$ cat config.mk
export PLATFORM = sky130hd
export DESIGN_NAME = packet_read_arbiter
export DESIGN_NICKNAME = d
export VERILOG_FILES = /design/src/rtl/packet_read_arbiter.sv
export SDC_FILE = /design/constraint.sdc
export NUM_CORES = 1
export LEC_CHECK = 0
export BUFFER_PORTS_ARGS = -buffer_cell sky130_fd_sc_hd__buf_4
export CAP_MARGIN = 10
export CORE_UTILIZATION = 55
export DETAILED_ROUTE_END_ITERATION = 10
export HOLD_SLACK_MARGIN = 0.15
export PLACE_DENSITY = 0.95
export SLEW_MARGIN = 20
export SYNTH_ARGS = -nofsm -noshare
export SYNTH_HDL_FRONTEND = slang
export SYNTH_SLANG_ARGS = --single-unit
$ cat constraint.sdc
create_clock -name iclk -period 11 [get_ports iclk]
set_input_delay 2.2 -clock iclk [delete_from_list [all_inputs] [get_ports iclk]]
set_output_delay 2.2 -clock iclk [all_outputs]
set_load 0.01 [all_outputs]
$ cat src/rtl/packet_read_arbiter.sv
// packet_read_arbiter: streams whole packets from pPORTS packet buffers onto a
// single Avalon-ST source. A port is picked round-robin, its length-FIFO entry
// is popped, and its bytes are read through a 2-entry skid buffer at up to one
// beat per cycle.
// Optional feature: define ARB_STRICT_PORT0_EN to give port 0 strict priority
// over the round-robin among the remaining ports.

module packet_read_arbiter #(
  parameter int pPORTS             = 4,
  parameter int pDATA_WIDTH        = 8,
  parameter int pMAX_PACKET_LENGHT = 1536,
  localparam int pLEN_WIDTH        = $clog2(pMAX_PACKET_LENGHT) + 1,
  localparam int pCH_WIDTH         = (pPORTS > 1) ? $clog2(pPORTS) : 1
) (
  input  logic                          iclk,
  input  logic                          irst,
  input  logic [pPORTS-1:0]             iempty_fifo,
  input  logic [pPORTS*pLEN_WIDTH-1:0]  ilen,
  input  logic [pPORTS*pDATA_WIDTH-1:0] ird_data,
  output logic [pPORTS-1:0]             olen_pop,
  output logic [pPORTS-1:0]             odata_rd,
  input  logic                          iready,
  output logic                          ovalid,
  output logic [pDATA_WIDTH-1:0]        odata,
  output logic                          ostartofpacket,
  output logic                          oendofpacket,
  output logic [pCH_WIDTH-1:0]          ochannel,
  output logic                          obusy
);

  localparam logic [pLEN_WIDTH-1:0] LEN_MAX = pLEN_WIDTH'(pMAX_PACKET_LENGHT);
  localparam logic [pLEN_WIDTH-1:0] LEN_ONE = pLEN_WIDTH'(1);

  typedef enum logic [1:0] {IDLE, GRANT, XFER, DRAIN} state_t;

  state_t                 state, state_nxt;
  logic [pCH_WIDTH-1:0]   grant, last_grant, sel, cand;
  logic                   found;
  logic [pLEN_WIDTH-1:0]  remaining, remaining_nxt, len_g, len_clamped;
  logic                   rd_en, strobe_sop, strobe_eop, last_load;
  logic                   inflight, inflight_sop, inflight_eop;
  logic [pDATA_WIDTH-1:0] sk_data [2];
  logic [1:0]             sk_sop, sk_eop;
  logic                   wr_ptr, rd_ptr, push, pop;
  logic [1:0]             count;
  logic [2:0]             occ_next;

  // Arbitration: first non-empty port searching upward from last_grant+1.
  // NOTE: every variable driven here gets a default before any branch, so no latch can be inferred.
  always_comb begin
    sel   = last_grant;
    found = 1'b0;
    cand  = '0;
    for (int i = 1; i <= pPORTS; i++) begin
      cand = pCH_WIDTH'((int'(last_grant) + i) % pPORTS);
`ifdef ARB_STRICT_PORT0_EN
      if (!found && !iempty_fifo[cand] && cand != '0) begin
`else
      if (!found && !iempty_fifo[cand]) begin
`endif
        found = 1'b1;
        sel   = cand;
      end
    end
`ifdef ARB_STRICT_PORT0_EN
    if (!iempty_fifo[0]) begin
      found = 1'b1;
      sel   = '0;
    end
`endif
  end

  assign len_g       = ilen[grant*pLEN_WIDTH +: pLEN_WIDTH];
  assign len_clamped = (len_g > LEN_MAX) ? LEN_MAX : len_g;
  assign ovalid      = (count != 2'd0);
  assign pop         = ovalid & iready;
  assign push        = inflight;
  // Occupancy the buffer will have once this cycle's pop and capture settle;
  // a new strobe is safe when that leaves room for its byte next cycle.
  assign occ_next    = {1'b0, count} + {2'b00, inflight} - {2'b00, pop};

  // Next-state, length-FIFO pop and byte-read strobes.
  always_comb begin
    state_nxt     = state;
    remaining_nxt = remaining;
    rd_en         = 1'b0;
    last_load     = 1'b0;
    olen_pop      = '0;
    odata_rd      = '0;
    case (state)
      IDLE: if (found) state_nxt = GRANT;
      GRANT: begin
        olen_pop[grant] = 1'b1;
        if (len_g == '0) begin
          state_nxt = IDLE;
          last_load = 1'b1;
        end else begin
          // The buffer is always empty here, so the first byte is read in the
          // same cycle the length is taken; this keeps the inter-packet gap short.
          rd_en         = 1'b1;
          remaining_nxt = len_clamped - LEN_ONE;
          state_nxt     = XFER;
        end
      end
      XFER: begin
        rd_en = (remaining != '0) && (occ_next < 3'd2);
        if (rd_en) remaining_nxt = remaining - LEN_ONE;
        if (remaining_nxt == '0) state_nxt = DRAIN;
      end
      DRAIN: begin
        if (pop && oendofpacket) begin
          state_nxt = IDLE;
          last_load = 1'b1;
        end
      end
      default: state_nxt = IDLE;
    endcase
    odata_rd[grant] = rd_en;
  end

  assign strobe_sop = rd_en && (state == GRANT);
  assign strobe_eop = rd_en && (remaining_nxt == '0);

  // Control state: FSM, grant bookkeeping, read-in-flight tracking, buffer pointers.
  // NOTE: reset is synchronous and all state updates are non-blocking, so every register samples pre-edge values.
  always_ff @(posedge iclk) begin
    if (irst) begin
      state        <= IDLE;
      grant        <= '0;
      last_grant   <= pCH_WIDTH'(pPORTS - 1);
      remaining    <= '0;
      inflight     <= 1'b0;
      inflight_sop <= 1'b0;
      inflight_eop <= 1'b0;
      wr_ptr       <= 1'b0;
      rd_ptr       <= 1'b0;
      count        <= 2'd0;
    end else begin
      state        <= state_nxt;
      remaining    <= remaining_nxt;
      if (state == IDLE && found) grant <= sel;
      if (last_load) last_grant <= grant;
      inflight     <= rd_en;
      inflight_sop <= strobe_sop;
      inflight_eop <= strobe_eop;
      if (push) wr_ptr <= ~wr_ptr;
      if (pop)  rd_ptr <= ~rd_ptr;
      count        <= count + {1'b0, push} - {1'b0, pop};
    end
  end

  // Skid buffer storage: capture the byte returned one cycle after its strobe.
  // NOTE: the entries carry no reset; every output that reads them is qualified by ovalid, which comes from the reset count.
  always_ff @(posedge iclk) begin
    if (push) begin
      sk_data[wr_ptr] <= ird_data[grant*pDATA_WIDTH +: pDATA_WIDTH];
      sk_sop[wr_ptr]  <= inflight_sop;
      sk_eop[wr_ptr]  <= inflight_eop;
    end
  end

  assign odata          = ovalid ? sk_data[rd_ptr] : '0;
  assign ostartofpacket = ovalid & sk_sop[rd_ptr];
  assign oendofpacket   = ovalid & sk_eop[rd_ptr];
  assign ochannel       = ovalid ? grant : '0;
  assign obusy          = (state != IDLE);

endmodule
---- Word-level counts from Yosys, hierarchy flattened ----
Memories as Yosys holds them, arrays and structs flattened. A register that Yosys moved wholly into a read port is not among the register bits.
Cells that the tools add are included.
word-level totals
  output and inout port bits .............. 22
  register bits after elaboration ......... 29
  memories kept ........................... 1
  memory bits (writable) .................. 16
  logic and storage cells ................. 120
  bits of input ports ..................... 87
memory list
  memory   words  bits a word  read ports  clocked after memory_dff  write ports  RTL line  RTL
  sk_data  2      8            1           1                         1            42        logic [pDATA_WIDTH-1:0] sk_data [2];
operators by class
  bitwise operators ....................... 6
  add/sub/neg operators ................... 10
  $mul .................................... 1
  order comparisons ....................... 11
  equality and inequality tests ........... 6
  shift operators ......................... 2
  reductions and logical operators ........ 23
  mux-type cells .......................... 48
operator list
  cell                                                                           number
  12-bit two-way mux                                                             4
  48-bit by 7-bit indexed part select with 12-bit output                         1
  12-bit logical NOT                                                             3
  32-bit by 6-bit indexed part select with 8-bit output                          1
  12-bit one-hot mux with 2 select lines                                         1
  12-bit by 1-bit subtractor with 12-bit output (second input constant)          2
  1-bit two-way mux                                                              21
  2-bit two-way mux                                                              9
  2-bit by 3-bit less-than comparator with 1-bit output (second input constant)  5
  12-bit by 11-bit > comparator with 1-bit output (second input constant)        1
  12-bit nonzero test                                                            1
  1-bit logical AND                                                              10
  1-bit binary-select mux with 2-bit select                                      4
  8-bit two-way mux                                                              1
  2-bit one-hot mux with 4 select lines                                          1
  2-bit != test (second input constant)                                          3
  1-bit logical NOT                                                              5
  2-bit by 1-bit adder with 2-bit output (second input constant)                 2
  2-bit adder (second input constant)                                            2
  4-bit bitwise AND                                                              1
  2-bit bitwise mux                                                              2
  2-bit == test (second input constant)                                          2
  1-bit by 2-bit less-than comparator with 1-bit output (second input constant)  2
  2-bit by 2-bit multiplier with 4-bit output (second input constant)            1
  17 further kinds                                                               22

---- Depth between registers and ports, before layout ----
  word-level depth ........................ 14
  depth in mapped cells ................... 15
  depth with buffers taken out ............ 15

---- Least setup slack after synthesis ----
Ideal clock, no wire load.
  path type ............................... input -> output
  start ................................... input port iready
  end ..................................... output port odata_rd[1]
  slack ................................... 4.207 ns
  arrival time ............................ 4.593 ns
  required time ........................... 8.800 ns
  stages on the path ...................... 12
  buffers on the path ..................... 0
  cell sequence ........................... o21ai_0 > inv_1 > ha_1 > inv_1 > ha_1 > inv_1 > fa_1 > xnor2_1 > nand2_1 > nor2_1 > a31oi_1 > nor3b_1
between the ends
  cells in the longest elaborated chain, start to end .. 6
RTL lines
  what                                                   RTL line  RTL
  start, declared                                        22        input logic iready,
  1-bit bitwise AND                                      76        assign pop = ovalid & iready;
  named net pop                                          44        logic wr_ptr, rd_ptr, push, pop;
  3-bit by 1-bit subtractor with 3-bit output            80        assign occ_next = {1'b0, count} + {2'b00, inflight} - {2'b00, pop};
  3-bit by 2-bit less-than comparator with 1-bit output  106       rd_en = (remaining != '0) && (occ_next < 3'd2);
  1-bit logical AND                                      106
  1-bit one-hot mux with 2 select lines                  90        case (state)
  4-bit bitwise AND (no line)                            n/a
  end, declared                                          21        output logic [pPORTS-1:0] odata_rd,
The timed path passes the listed nets, and every way through them passes these cells.

---- Worst setup path in the final report ----
Ends and elaborated chain as after synthesis.

==> impl_metrics.tcl <==
set metrics [dict create \
    status "complete, no violations" \
    firstDrtPassIters 6 \
    p_leak_nw 1.67 \
    worstPathRequired_ns 8.80 \
    r2r-start "count[1]$_SDFF_PP0_" \
    min_period_ns 7.49 \
    die_y_um 79.0 \
    cts-resized-gates 0 \
    dieArea_um2 6230 \
    crit_path_frequent_cell "inv_1" \
    hold_class "reg2reg" \
    clock_power_share 0.123 \
    grt_pass1_vias 3180 \
    vias 3266 \
    hold_ws_ns 0.455 \
    mostFrequentLayoutCell "buf_4" \
    synth_cells 343 \
    power_density_nw_per_um2 254 \
    synth_largest_area_cell "edfxtp_1" \
    start_util 0.581 \
    synth-async-reset-ratio 0 \
    ant_nets 0 \
    worstPathArrival_ns 5.29 \
    yosysTopAreaCellShare 0.184 \
    ios 109 \
    critical_path.startpoint "iready" \
    placedCellCount 508 \
    postCtsSetupRepairBufs 0 \
    ys_seq_elements 46 \
    wl_per_cell_um 18.2 \
    path_clk_slew_ns 0.09 \
    comb_power_share 0.633 \
    end_kind "output pin" \
    syn2layout_area_growth_pct 29.0 \
    ys.flop_type "dfxtp_1" \
    cts-root-buf "clkbuf_8" \
    drive_gt1_frac 0.324 \
    finalSetupTns_ns 0 \
    setup_viol 0 \
    cp_max_fo 8 \
    cts_buffers 5 \
    syn-cell-area_um2 3260 \
    coreArea_um2 5610 \
    synth_edf_count 20 \
    period_share 0.681 \
    synth_fp_nets 439 \
    die_x_um 79.0 \
    hold_viol_final 0 \
    dr.first_iter.drc_count 416 \
    nets 539 \
    ys_seq_area_frac 0.344 \
    grt_start_max_net_pins 31 \
    start_kind "primary input" \
    synthTopCellsByArea "edfxtp_1, dfxtp_1, mux4_2, nor2_1, nand2_1" \
    htree_levels 2 \
    internal-power_uw 549 \
    postCtsHoldBufs 0 \
    clockBufferDepth 2 \
    grt_remaining_overflow 0 \
    crit_slowest_cell "nor2_1" \
    power_switching_uw 518 \
    maxSlewViolCount 0 \
    cap_viol_max_count 0 \
    fin_cells 516 \
    drc 0 \
    wirelength_um 9390 \
    rsz0062_at_grt "false" \
    antenna_found_initial 0 \
    worst_r2r_path_depth 15 \
    fin_worst_skew_ns 0.0190 \
    maxSlewHeadroom 0.350 \
    gp_congestion 0.933 \
    clk_latency_ns 0.31 \
    path_class "in2out" \
    grtUsageTotal 0.303 \
    yosysWarnings 0 \
    path_cells "buf_4 -> o21ai_0 -> inv_1 -> ha_1 -> inv_1 -> ha_1 -> inv_1 -> fa_1 -> xnor2_1 -> nand2_1 -> nor2_1 -> a31oi_1 -> nor3b_1 -> buf_4" \
    ir_drop_v 0.000142 \
    mostFrequentLayoutCells "buf_4, nor2_1, nand2_1, dfxtp_1, edfxtp_1" \
    cts_tree "built" \
    power_mw 1.07 \
    clock.fmax_mhz 134 \
    ys_types 62 \
    pwr-share-seq 0.243 \
    swShare 0.485 \
    rows 27 \
    worstHoldStart "inflight_sop$_SDFF_PP0_" \
    cts_sinks 46 \
    antenna_cells 0 \
    viasPerCell 6.33 \
    grt_pass1_wl_um 14700 \
    place_hpwl_um 6900 \
    worstMarginPinSlew_ns 0.973 \
    holdPathStages 0 \
    critical_path.max_stage_delay_ns 0.44 \
    io_buffers 108 \
    syn_area_per_cell_um2 9.50 \
]
## worst max-delay path: cells and delay by family
kind | cells | cell delay [ns]
buf+inv | 5 | 0.50
xor+xnor | 1 | 0.39
fa+ha+maj | 3 | 0.80
simple gates | 3 | 0.89
compound gates | 2 | 0.51
## power groups by stage
stage | clock (mW) | combinational, mW | sequential, mW
2_1_floorplan | 0 | 0.489 | 0.242
3_3_place_gp | 0 | 0.622 | 0.259
3_5_place_dp | 0 | 0.642 | 0.262
4_1_cts | 0.131 | 0.656 | 0.258
5_1_grt | 0.141 | 0.729 | 0.265
6_report | 0.131 | 0.676 | 0.260
## cells in the mapped netlist (2+ instances only)
cell type,instances
a211o_1,3
a211oi_1,2
a21o_1,2
a21oi_1,18
a221oi_1,3
a22oi_1,2
a31o_2,2
a31oi_1,6
and2_1,2
and3_1,3
buf_2,3
buf_6,2
clkbuf_1,11
dfxtp_1,26
edfxtp_1,20
ha_1,8
inv_1,14
mux2i_1,11
mux4_1,2
mux4_2,18
nand2_1,30
nand2b_1,2
nand3_1,7
nand3b_1,3
nand4_1,11
nor2_1,46
nor2b_1,9
nor3_1,11
nor3b_1,6
nor4_1,4
o21ai_0,11
o21ai_1,2
o22ai_1,3
o31ai_1,3
o41ai_1,3
or3_1,2
or4_1,2
xnor2_1,5
xor2_1,2
## cell type report
class,instances,area [um^2]
clock buffer,5,68.8
clock inverter,3,43.8
fill,380,1410
inverter,14,52.6
multi-input combinational,267,2000
sequential,46,1120
tap,72,90.1
timing repair buffer,109,818
## metrics by stage
stage	util	setup WS, ns	cell area (um^2)
final	0.749	3.51	4200
after global routing	0.749	3.31	4200
after CTS	0.749	3.59	4200
after detailed placement	0.729	3.61	4090
after global placement	0.729	3.89	4090
after floorplan	-	4.21	3260
## layer usage
metal / global-route usage / wire [um]
met4: 0.145 / 264
met2: 0.516 / 4890
met1: 0.373 / 3560
met5: 0 / 0
met3: 0.0540 / 672
## cell families after synthesis
logic type	count (synthesis)	synth area share
and+or+nand+nor	146	0.232
AOI/OAI and AO/OA	73	0.150
DFF	46	0.344
muxes	32	0.178
buffers and inverters	30	0.0403
adders and majority gates	9	0.0369
xor gates and xnor gates	7	0.0188
## path summary, 6_finish.rpt
kind	to	slack, ns
worst min-delay path	sk_sop[1]$_DFFE_PP_	0.46
worst min register to register	sk_sop[1]$_DFFE_PP_	0.46
worst max register to register	state[0]$_SDFFE_PP0P_	6.92
worst max-delay path	odata_rd[1]	3.51
## flip-flops by register name (all words and copies together) (netlist names), named ones only
name	cells
sk_data	16
last_grant	2
wr_ptr	1
grant	2
inflight	1
count	2
sk_sop	2
inflight_sop	1
rd_ptr	1
remaining	12
sk_eop	2
state	1
inflight_eop	1
Power figures use the tool's default switching activity.
